==> config.mk <==
export PLATFORM = sky130hd
export DESIGN_NAME = nibble_alu
export DESIGN_NICKNAME = d
export VERILOG_FILES = /design/src/rtl/nibble_alu_pkg.sv /design/src/rtl/nibble_alu_nibble.sv /design/src/rtl/nibble_alu.sv
export SDC_FILE = /design/constraint.sdc
export NUM_CORES = 1
export LEC_CHECK = 0
export BUFFER_PORTS_ARGS = -buffer_cell sky130_fd_sc_hd__buf_2
export CAP_MARGIN = 30
export CORE_MARGIN = 5
export CORE_UTILIZATION = 50
export DETAILED_ROUTE_END_ITERATION = 8
export GPL_ROUTABILITY_DRIVEN = 0
export PLACE_DENSITY = 0.73
export SLEW_MARGIN = 20
export SYNTH_ARGS = -nofsm -noshare
export SYNTH_HDL_FRONTEND = slang
export SYNTH_SLANG_ARGS = --single-unit
==> constraint.sdc <==
create_clock -name clk -period 2.36 [get_ports clk]
set_input_delay 0.354 -clock clk [delete_from_list [all_inputs] [get_ports clk]]
set_output_delay 0.354 -clock clk [all_outputs]
set_load 0.02 [all_outputs]
==> src/rtl/nibble_alu_pkg.sv <==
// rtl/nibble_alu_pkg.sv - shared op, flag and state types for the nibble ALU
package nibble_alu_pkg;

    typedef enum logic [3:0] {
        OP_ADD  = 4'h0,
        OP_ADC  = 4'h1,
        OP_SUB  = 4'h2,
        OP_SBC  = 4'h3,
        OP_AND  = 4'h4,
        OP_XOR  = 4'h5,
        OP_OR   = 4'h6,
        OP_CP   = 4'h7,
        OP_RLC  = 4'h8,
        OP_RRC  = 4'h9,
        OP_RL   = 4'hA,
        OP_RR   = 4'hB,
        OP_SLA  = 4'hC,
        OP_SRA  = 4'hD,
        OP_SWAP = 4'hE,
        OP_SRL  = 4'hF
    } alu_op_t;

    typedef struct packed {
        logic z;
        logic n;
        logic h;
        logic c;
    } flags_t;

    typedef enum logic [1:0] {
        ST_IDLE = 2'd0,
        ST_BUSY = 2'd1,
        ST_DONE = 2'd2
    } state_t;

    function automatic logic is_arith(alu_op_t op);
        return op inside {OP_ADD, OP_ADC, OP_SUB, OP_SBC, OP_CP};
    endfunction

    function automatic logic is_sub(alu_op_t op);
        return op inside {OP_SUB, OP_SBC, OP_CP};
    endfunction

endpackage

==> src/rtl/nibble_alu_nibble.sv <==
// rtl/nibble_alu_nibble.sv - combinational 4-bit add/subtract slice with carry/borrow
module alu_nibble (
    input  logic [3:0] i_a,
    input  logic [3:0] i_b,
    input  logic       i_sub,
    input  logic       i_cin,
    output logic [3:0] o_s,
    output logic       o_cout
);

    logic [4:0] w_sum;

    // For subtraction, bit 4 of the 5-bit difference is the borrow out.
    always_comb begin
        if (i_sub) begin
            w_sum = {1'b0, i_a} - {1'b0, i_b} - {4'b0000, i_cin};
        end else begin
            w_sum = {1'b0, i_a} + {1'b0, i_b} + {4'b0000, i_cin};
        end
    end

    assign o_s    = w_sum[3:0];
    assign o_cout = w_sum[4];

endmodule

==> src/rtl/nibble_alu.sv <==
// rtl/nibble_alu.sv - nibble-serial arithmetic / single-cycle logic and shift ALU
module nibble_alu #(
    parameter int WIDTH = 8
) (
    input  logic             clk,
    input  logic             rst_n,
    input  logic             in_valid,
    output logic             in_ready,
    input  logic [3:0]       op,
    input  logic [WIDTH-1:0] lhs,
    input  logic [WIDTH-1:0] rhs,
    input  logic             cf_in,
    input  logic             flush,
    output logic             out_valid,
    input  logic             out_ready,
    output logic [WIDTH-1:0] r,
    output logic             zf_out,
    output logic             nf_out,
    output logic             hf_out,
    output logic             cf_out
);
    import nibble_alu_pkg::*;

    localparam int NIB = WIDTH / 4;
    localparam int CW  = $clog2(NIB);
    localparam logic [CW-1:0] CNT_LAST = CW'(NIB - 1);
    localparam logic [CW-1:0] CNT_HALF = CW'(NIB - 2);

    state_t           r_state, w_next;
    alu_op_t          r_op, w_op;
    logic [WIDTH-1:0] r_lhs, r_a, r_b, r_acc, r_r;
    logic [WIDTH-1:0] w_imm_r, w_full;
    logic             r_carry, r_h;
    logic [CW-1:0]    r_cnt;
    flags_t           r_flags, w_imm_f, w_arith_f;
    logic [3:0]       w_s;
    logic             w_cout, w_accept, w_step, w_last;

    assign w_op     = alu_op_t'(op);
    assign w_accept = (r_state == ST_IDLE) && in_valid && !flush;
    assign w_step   = (r_state == ST_BUSY) && !flush;
    assign w_last   = (r_cnt == CNT_LAST);

    alu_nibble u_nibble (
        .i_a    (r_a[3:0]),
        .i_b    (r_b[3:0]),
        .i_sub  (is_sub(r_op)),
        .i_cin  (r_carry),
        .o_s    (w_s),
        .o_cout (w_cout)
    );

    // Result nibbles enter at the top and shift down, so after NIB steps nibble 0 sits at the bottom.
    assign w_full    = {w_s, r_acc[WIDTH-1:4]};
    assign w_arith_f = '{z: (w_full == '0), n: is_sub(r_op), h: r_h, c: w_cout};

    always_ff @(posedge clk) begin
        if (!rst_n) begin
            r_state <= ST_IDLE;
        end else begin
            r_state <= w_next;
        end
    end

    always_comb begin
        w_next = r_state;
        case (r_state)
            ST_IDLE: if (w_accept) w_next = is_arith(w_op) ? ST_BUSY : ST_DONE;
            ST_BUSY: if (flush) w_next = ST_IDLE;
                     else if (w_last) w_next = ST_DONE;
            ST_DONE: if (flush || out_ready) w_next = ST_IDLE;
            default: w_next = ST_IDLE;
        endcase
    end

    always_comb begin
        w_imm_r = '0;
        w_imm_f = '0;
        case (w_op)
            OP_AND:  begin w_imm_r = lhs & rhs; w_imm_f.h = 1'b1; end
            OP_XOR:  w_imm_r = lhs ^ rhs;
            OP_OR:   w_imm_r = lhs | rhs;
            OP_RLC:  begin w_imm_r = {lhs[WIDTH-2:0], lhs[WIDTH-1]}; w_imm_f.c = lhs[WIDTH-1]; end
            OP_RRC:  begin w_imm_r = {lhs[0], lhs[WIDTH-1:1]};       w_imm_f.c = lhs[0]; end
            OP_RL:   begin w_imm_r = {lhs[WIDTH-2:0], cf_in};        w_imm_f.c = lhs[WIDTH-1]; end
            OP_RR:   begin w_imm_r = {cf_in, lhs[WIDTH-1:1]};        w_imm_f.c = lhs[0]; end
            OP_SLA:  begin w_imm_r = {lhs[WIDTH-2:0], 1'b0};         w_imm_f.c = lhs[WIDTH-1]; end
            OP_SRA:  begin w_imm_r = {lhs[WIDTH-1], lhs[WIDTH-1:1]}; w_imm_f.c = lhs[0]; end
            OP_SWAP: w_imm_r = {lhs[WIDTH/2-1:0], lhs[WIDTH-1:WIDTH/2]};
            OP_SRL:  begin w_imm_r = {1'b0, lhs[WIDTH-1:1]};         w_imm_f.c = lhs[0]; end
            default: w_imm_r = '0;
        endcase
        w_imm_f.z = (w_imm_r == '0);
    end

    always_ff @(posedge clk) begin
        if (!rst_n) begin
            r_op    <= OP_ADD;
            r_lhs   <= '0;
            r_a     <= '0;
            r_b     <= '0;
            r_acc   <= '0;
            r_r     <= '0;
            r_carry <= 1'b0;
            r_h     <= 1'b0;
            r_cnt   <= '0;
            r_flags <= '0;
        end else begin
            if (w_accept) begin
                r_op    <= w_op;
                r_lhs   <= lhs;
                r_a     <= lhs;
                r_b     <= rhs;
                r_acc   <= '0;
                r_carry <= cf_in && (w_op == OP_ADC || w_op == OP_SBC);
                r_h     <= 1'b0;
                r_cnt   <= '0;
                if (!is_arith(w_op)) begin
                    r_r     <= w_imm_r;
                    r_flags <= w_imm_f;
                end
            end
            if (w_step) begin
                r_a     <= r_a >> 4;
                r_b     <= r_b >> 4;
                r_acc   <= w_full;
                r_carry <= w_cout;
                r_cnt   <= r_cnt + 1'b1;
                // Half carry is the carry out of the second-highest nibble.
                if (r_cnt == CNT_HALF) r_h <= w_cout;
                if (w_last) begin
                    r_r     <= (r_op == OP_CP) ? r_lhs : w_full;
                    r_flags <= w_arith_f;
                end
            end
        end
    end

    assign in_ready  = (r_state == ST_IDLE);
    assign out_valid = (r_state == ST_DONE);
    assign r         = r_r;
    assign zf_out    = r_flags.z;
    assign nf_out    = r_flags.n;
    assign hf_out    = r_flags.h;
    assign cf_out    = r_flags.c;

endmodule

Word-level counts from Yosys, hierarchy flattened
Index checks and enable logic that the tools add are counted.
{"block": "word_totals", "register_bits": 53, "inputBits": 26, "output_inout_bits": 14}
{"block": "op_classes", "add_sub_neg": 5, "eq_ne": 23, "n_mux": 32, "n_bitwise": 4, "n_reduce_logical": 18}
{"op": "8-bit one-hot mux with 11 select lines", "count": 1}
{"op": "8-bit 2-to-1 mux", "count": 7}
{"op": "4-bit == test (second input constant)", "count": 8}
{"op": "4-bit 2-to-1 mux", "count": 8}
{"op": "4-bit by 3-bit == test with 1-bit output (second input constant)", "count": 5}
{"op": "4-bit by 2-bit == test with 1-bit output (second input constant)", "count": 4}
{"op": "8-bit logical NOT", "count": 2}
{"op": "2-bit 2-to-1 mux", "count": 5}
{"op": "8-bit bitwise AND", "count": 1}
{"op": "1-bit 2-to-1 mux", "count": 8}
{"op": "8-bit OR", "count": 1}
{"op": "8-bit bitwise XOR", "count": 1}
{"op": "2-bit one-hot mux with 3 select lines", "count": 1}
{"op": "4-bit by 4-bit adder with 5-bit output", "count": 1}
{"op": "5-bit by 1-bit adder with 5-bit output", "count": 1}
{"op": "5-bit 2-to-1 mux", "count": 1}
{"op": "5-bit nonzero test", "count": 1}
{"op": "4-bit by 4-bit subtractor with 5-bit output", "count": 1}
{"op": "5-bit by 1-bit subtractor with 5-bit output", "count": 1}
{"op": "4-bit by 1-bit == test with 1-bit output (second input constant)", "count": 1}
{"op": "1-bit logical AND", "count": 4}
{"op": "4-bit logical NOT", "count": 1}
{"op": "2-bit by 1-bit != test with 1-bit output (second input constant)", "count": 2}
{"op": "4-bit OR reduction", "count": 1}
{"op": "14 further kinds", "count": 15}

Depth between registers and ports, before layout
{"block": "logic_depth", "depth_word": 7, "depth_mapped": 10, "depth_no_buf": 10}

Hierarchy
From an unflattened synthesis, not the netlist that was laid out.
{"block": "hier_totals", "cells_unflattened": 421, "area_unflattened_um2": 3239.4}
{"mod": "nibble_alu", "instances": 1, "cells_each": 380, "area_per_inst_um2": 2895.3}
{"mod": "alu_nibble", "instances": 1, "cells_each": 41, "area_per_inst_um2": 344.1}

Least setup slack after synthesis
Ideal clock, no wire load.
{"block": "synth_timing", "path_type": "flip-flop to flip-flop", "startpoint": "reg r_a[0]", "endpoint": "reg r_flags, in the netlist zf_out", "t_arrival_ns": 2.034, "path_slack_ns": 0.239, "stages_incl_launch_ff": 10, "path_buffers": 0, "synth_period_minus_slack_ns": 2.121, "cell_sequence": "dfxtp_1 -> fa_1 -> inv_1 -> ha_1 -> o21ai_0 -> nand3b_1 -> xor2_1 -> mux2i_1 -> nand4_1 -> a221oi_2"}
{"block": "synth_between", "elab_chain_len": 6, "word_cells_on_any_way": 8, "cone_classes": "4 x add/sub; 3 x mux; 1 x reduce/logical"}
{"item": "start, declared", "line": "nibble_alu.sv:31", "rtl": "logic [WIDTH-1:0] r_lhs, r_a, r_b, r_acc, r_r;"}
{"item": "start signal, assigned", "line": "nibble_alu.sv:112", "rtl": "r_a <= lhs;"}
{"item": "start signal, assigned", "line": "nibble_alu.sv:124", "rtl": "r_a <= r_a >> 4;"}
{"item": "4-bit by 4-bit adder with 5-bit output / 4-bit by 4-bit subtractor with 5-bit output (equally long branches)", "line": "nibble_alu_nibble.sv:18, nibble_alu_nibble.sv:16"}
{"item": "5-bit by 1-bit adder with 5-bit output / 5-bit by 1-bit subtractor with 5-bit output (equally long branches)", "line": "nibble_alu_nibble.sv:18, nibble_alu_nibble.sv:16"}
{"item": "5-bit 2-to-1 mux (*)", "line": "nibble_alu_nibble.sv:15", "rtl": "if (i_sub) begin"}
{"item": "8-bit logical NOT (*)", "line": "nibble_alu.sv:55", "rtl": "assign w_arith_f = '{z: (w_full == '0), n: is_sub(r_op), h: r_h, c: w_cout};"}
{"item": "4-bit 2-to-1 mux (*)", "line": "nibble_alu.sv:131", "rtl": "if (w_last) begin"}
{"item": "4-bit 2-to-1 mux (*)", "line": "nibble_alu.sv:123", "rtl": "if (w_step) begin"}
{"item": "end signal, assigned", "line": "nibble_alu.sv:120", "rtl": "r_flags <= w_imm_f;"}
{"item": "end signal, assigned", "line": "nibble_alu.sv:133", "rtl": "r_flags <= w_arith_f;"}
{"item": "end, declared", "line": "nibble_alu.sv:35", "rtl": "flags_t r_flags, w_imm_f, w_arith_f;"}
Mark *: on every way between the ends. The rest lies on a longest branch, timed or not.
A chain may end at the register's enable or synchronous reset.

Final worst setup path
Same ends and word-level chain as after synthesis.

==> metrics.md <==
| Metric | Value |
|---|---|
| Sequential element share of the synthesized area | 30.1% |
| Share of synthesized registers carrying an async set or reset | 0% |
| GRT Util Overall | 21.8% |
| # Post-CTS Setup Buffers | 0 |
| Slowest CP cell | fa_1 |
| WP data required | 2.58 ns |
| Layer carrying the most global-route usage | met2 |
| Area of the mapped netlist | between 3000 and 4000 um2 |
| Global-route wire length before repair | about 15 mm |
| Clk_lat worst skew | 0.30 ns |
| FP Rows | 29 |
| Period Utilization, post-route | around 94% |
| Cell area after placement | 3520 um2 |
| Wirelength per Cell | ~17 um |
| Final Net Count | roughly 500 |
| Setup violation total in the final timing report | 0 |
| Post-synthesis cell type count | 60 |
| Cells after Synth | ~420 |
| Post-synth EDFFs | 0 |
| Number of H-tree branching levels | 2 |
| Buf/Inv on CP | 1 |
| Fraction of layout instances using a drive strength above 1 | roughly 16% |
| Largest incremental delay on the critical path | around 0.56 ns |
| Final-report max-slew violation count | 0 |
| Synth top area share | 30.1% |
| Clock tree from TritonCTS | yes |
| Clock root buffer master | clkbuf_8 |
| Layout Cell Area excl Fill | between 3000 and 4000 um2 |
| Most used cells in the layout excluding fill and tap cells | nand2_1 (82), dfxtp_1 (48), a21oi_1 (39), buf_2 (39), inv_1 (35) |
| Starting utilization of the core area | 51.3% |
| Largest area contributor in the synthesized netlist | dfxtp_1 |
| Post-layout minimum cycle time | between 2 and 2.5 ns |
| Transition time of the tightest slew-check pin | 0.550 ns |
| Worst EP arrival | around 2.4 ns |
| Antenna fix cells | 0 |
| CP Cell Sequence | fa_1, inv_1, ha_1, o21ai_1, nand3b_1, xor2_1, mux2i_1, nand4_1, a221oi_2 |
| Number of top-level design ports | 40 |
| Top delay family on crit path | adder cells |
| Critical path launch point type | flop |
| Cts hold-fix bufs | 0 |
| DRC violations left | 0 |
| Met3 layer usage reported by global route | under 10% |
| Maximum clock frequency | 0.450 GHz |
| Leakage | approximately 1.5 nW |
| Number of synthesized register bits | about 50 |
| Clock transition at the register clock pins on the worst setup and hold paths after CTS | about 0.090 ns |
| Core utilization of the finished layout | 56.6% |
| Height of the die | between 90 and 100 um |
| Num CTS Buffers | 5 |
| Predominant post-synthesis flop cell | dfxtp_1 |
| Half-perimeter wire length after placement | about 6.8 mm |
| Routed vias/inst | approximately 6 |
| Area of the core region | 6350 um2 |
| Antenna Violating Nets Remaining | 0 |
| Status | complete, no violations |
| Maximum vdd drop | 0.000371 V |
| Classification of the worst-slack hold path | primary input to flop |
| Die Area | 8240 um2 |
| Worst slew margin | about 63% |
| Count of buffers from port buffering | 39 |
| Vias in the first global route | between 2000 and 3000 |
| Max-cap viol count | 0 |
| Pwr dens | between 500 and 600 nW/um2 |
| Synth Warn # | 0 |
| Routed via count | slightly above 3000 |
| Max Clock Skew | between 0.007 and 0.008 ns |
| Crit Path Category | flop to flop |
| Maximum number of pins on one net before global-route repair | 34 |
| Number of antenna violations at the first check in global routing | 0 |
| Met1 Resource Use GR | a little under a third |
| Synth-to-layout area growth | 10.1% |
| Bufs on Longest Clock Path | 2 |
| Synth Net Count | ~480 |
| Total wirelength of the detailed-routed design | 8.94 mm |
| Congestion Overflow GR | 0 |
| Overall die width | roughly 91 um |
| Maximum fanout encountered on the critical timing path | 3 |
| Kind of capture point of the worst setup path | flop |
| TritonCTS sink count | just under 50 |
| Top area cells in the synthesized netlist | dfxtp_1 (30%), ha_1 (9.6%), nand2_1 (9.4%), a21oi_1 (6.0%), inv_1 (4.0%) |
| Iteration count of the initial detailed-routing pass | 5 |
| M2 GR Usage | between 30% and 40% |
| Average cell area after synthesis | between 7 and 8 um2 |
| Most common cell after layout, fill and taps aside | nand2_1 |
| Initial drt markers | 303 |
| Number of endpoints with negative hold slack in the final report | 0 |
report_power, final:
| part | switching [mW] | internal, mW |
|---|---|---|
| logic | 0.307 | 0.195 |
| clock network | 0.265 | 0.196 |
| registers | 0.0387 | 0.872 |
| total | 0.610 | 1.26 |
per-layer routing:
layer / routed length [um] / up-vias
li1: - / 1512
met1: 3940 / 1449
met2: 4130 / 145
met3: 744 / 10
met4: 125 / 0
met5: 0 / -
cell type report:
type / instances / area [um2]
clock buffer: 5 / 68.8
clock inverter: 1 / 5.00
fill: 596 / 2760
inverter: 36 / 135
multi-input combinational: 309 / 2030
sequential: 49 / 982
tap: 77 / 96.3
timing repair buffer: 50 / 278
cells in the mapped netlist, drive strengths merged (2+ instances only):
master   instances
a32oi            2
a211oi           6
nand3b           2
a22o             2
nand2           82
nor3b            3
a2111oi          2
nor3             5
mux2i            8
a22oi            7
inv             35
o31ai            3
and2             7
or2              2
fa               4
o211ai           8
nor4bb           3
clkbuf          21
nand4            4
nand3            3
a21oi           41
o21bai           2
and3             3
nor2            25
dfxtp           49
xnor2            4
a31oi            7
nor2b            6
nor4             2
o21ai           13
o221ai           2
a311oi           4
ha              25
mux2             5
buf              6
flip-flops by register name, summed over array words and instances, names as in the netlist, 2 cells and up:
register  cells
r_a           8
r             8
r_state       2
r_lhs         8
r_op          4
r_acc         4
r_b           8
final timing paths:
path / startpoint / to / slack [ns] / cells past startpoint
hold reg to reg: r_b[7]$_SDFFE_PP0P_ / r_b[7]$_SDFFE_PP0P_ / 0.46 / 2
setup / recovery: r_a[0]$_SDFFE_PN0P_ / zf_out$_SDFF_PN0_ / 0.14 / 9
setup reg to reg: r_a[0]$_SDFFE_PN0P_ / zf_out$_SDFF_PN0_ / 0.14 / 9
hold / removal: rhs[7] / r_b[7]$_SDFFE_PP0P_ / 0.32 / 3
cell families after synthesis:
family                     count (synthesis)  share of synthesized area [%]
and+or+nand+nor                          150                           21.2
AOI/OAI and AO/OA                        112                           23.3
DFF                                       49                           30.1
xor gates and xnor gates                   5                           1.34
buffers and inverters                     63                           7.79
adders and majority gates                 29                           12.0
muxes                                     13                           4.18
timing repair:
action                     CTS  global route
hold endpoints to repair     0             0
setup endpoints to repair    0             2
gates resized for setup      0             2
worst register-to-register path, delay by kind of cell (launching register included):
family | cells | cell delay, ns
AO/OA/AOI/OAI | 2 | 0.39
XOR/XNOR | 1 | 0.15
adder cells (fa/ha/maj) | 2 | 0.74
buffers and inverters | 1 | 0.06
flip-flops | 1 | 0.35
multiplexers | 1 | 0.21
AND/OR/NAND/NOR | 2 | 0.24
per-stage QoR:
step	power, mW	setup TNS (ns)	hold slack, ns	worst slack, ns	std cells
after floorplan	1.27	0	0.432	0.239	421
after global placement	1.41	0	0.440	0.161	521
after detailed placement	1.42	0	0.448	0.0913	521
after CTS	1.88	0	0.320	0.0673	527
after global routing	1.99	-0.000991	0.326	-0.000991	527
final	1.87	0	0.320	0.140	527
Note: power is estimated with default switching activity, not from simulation.
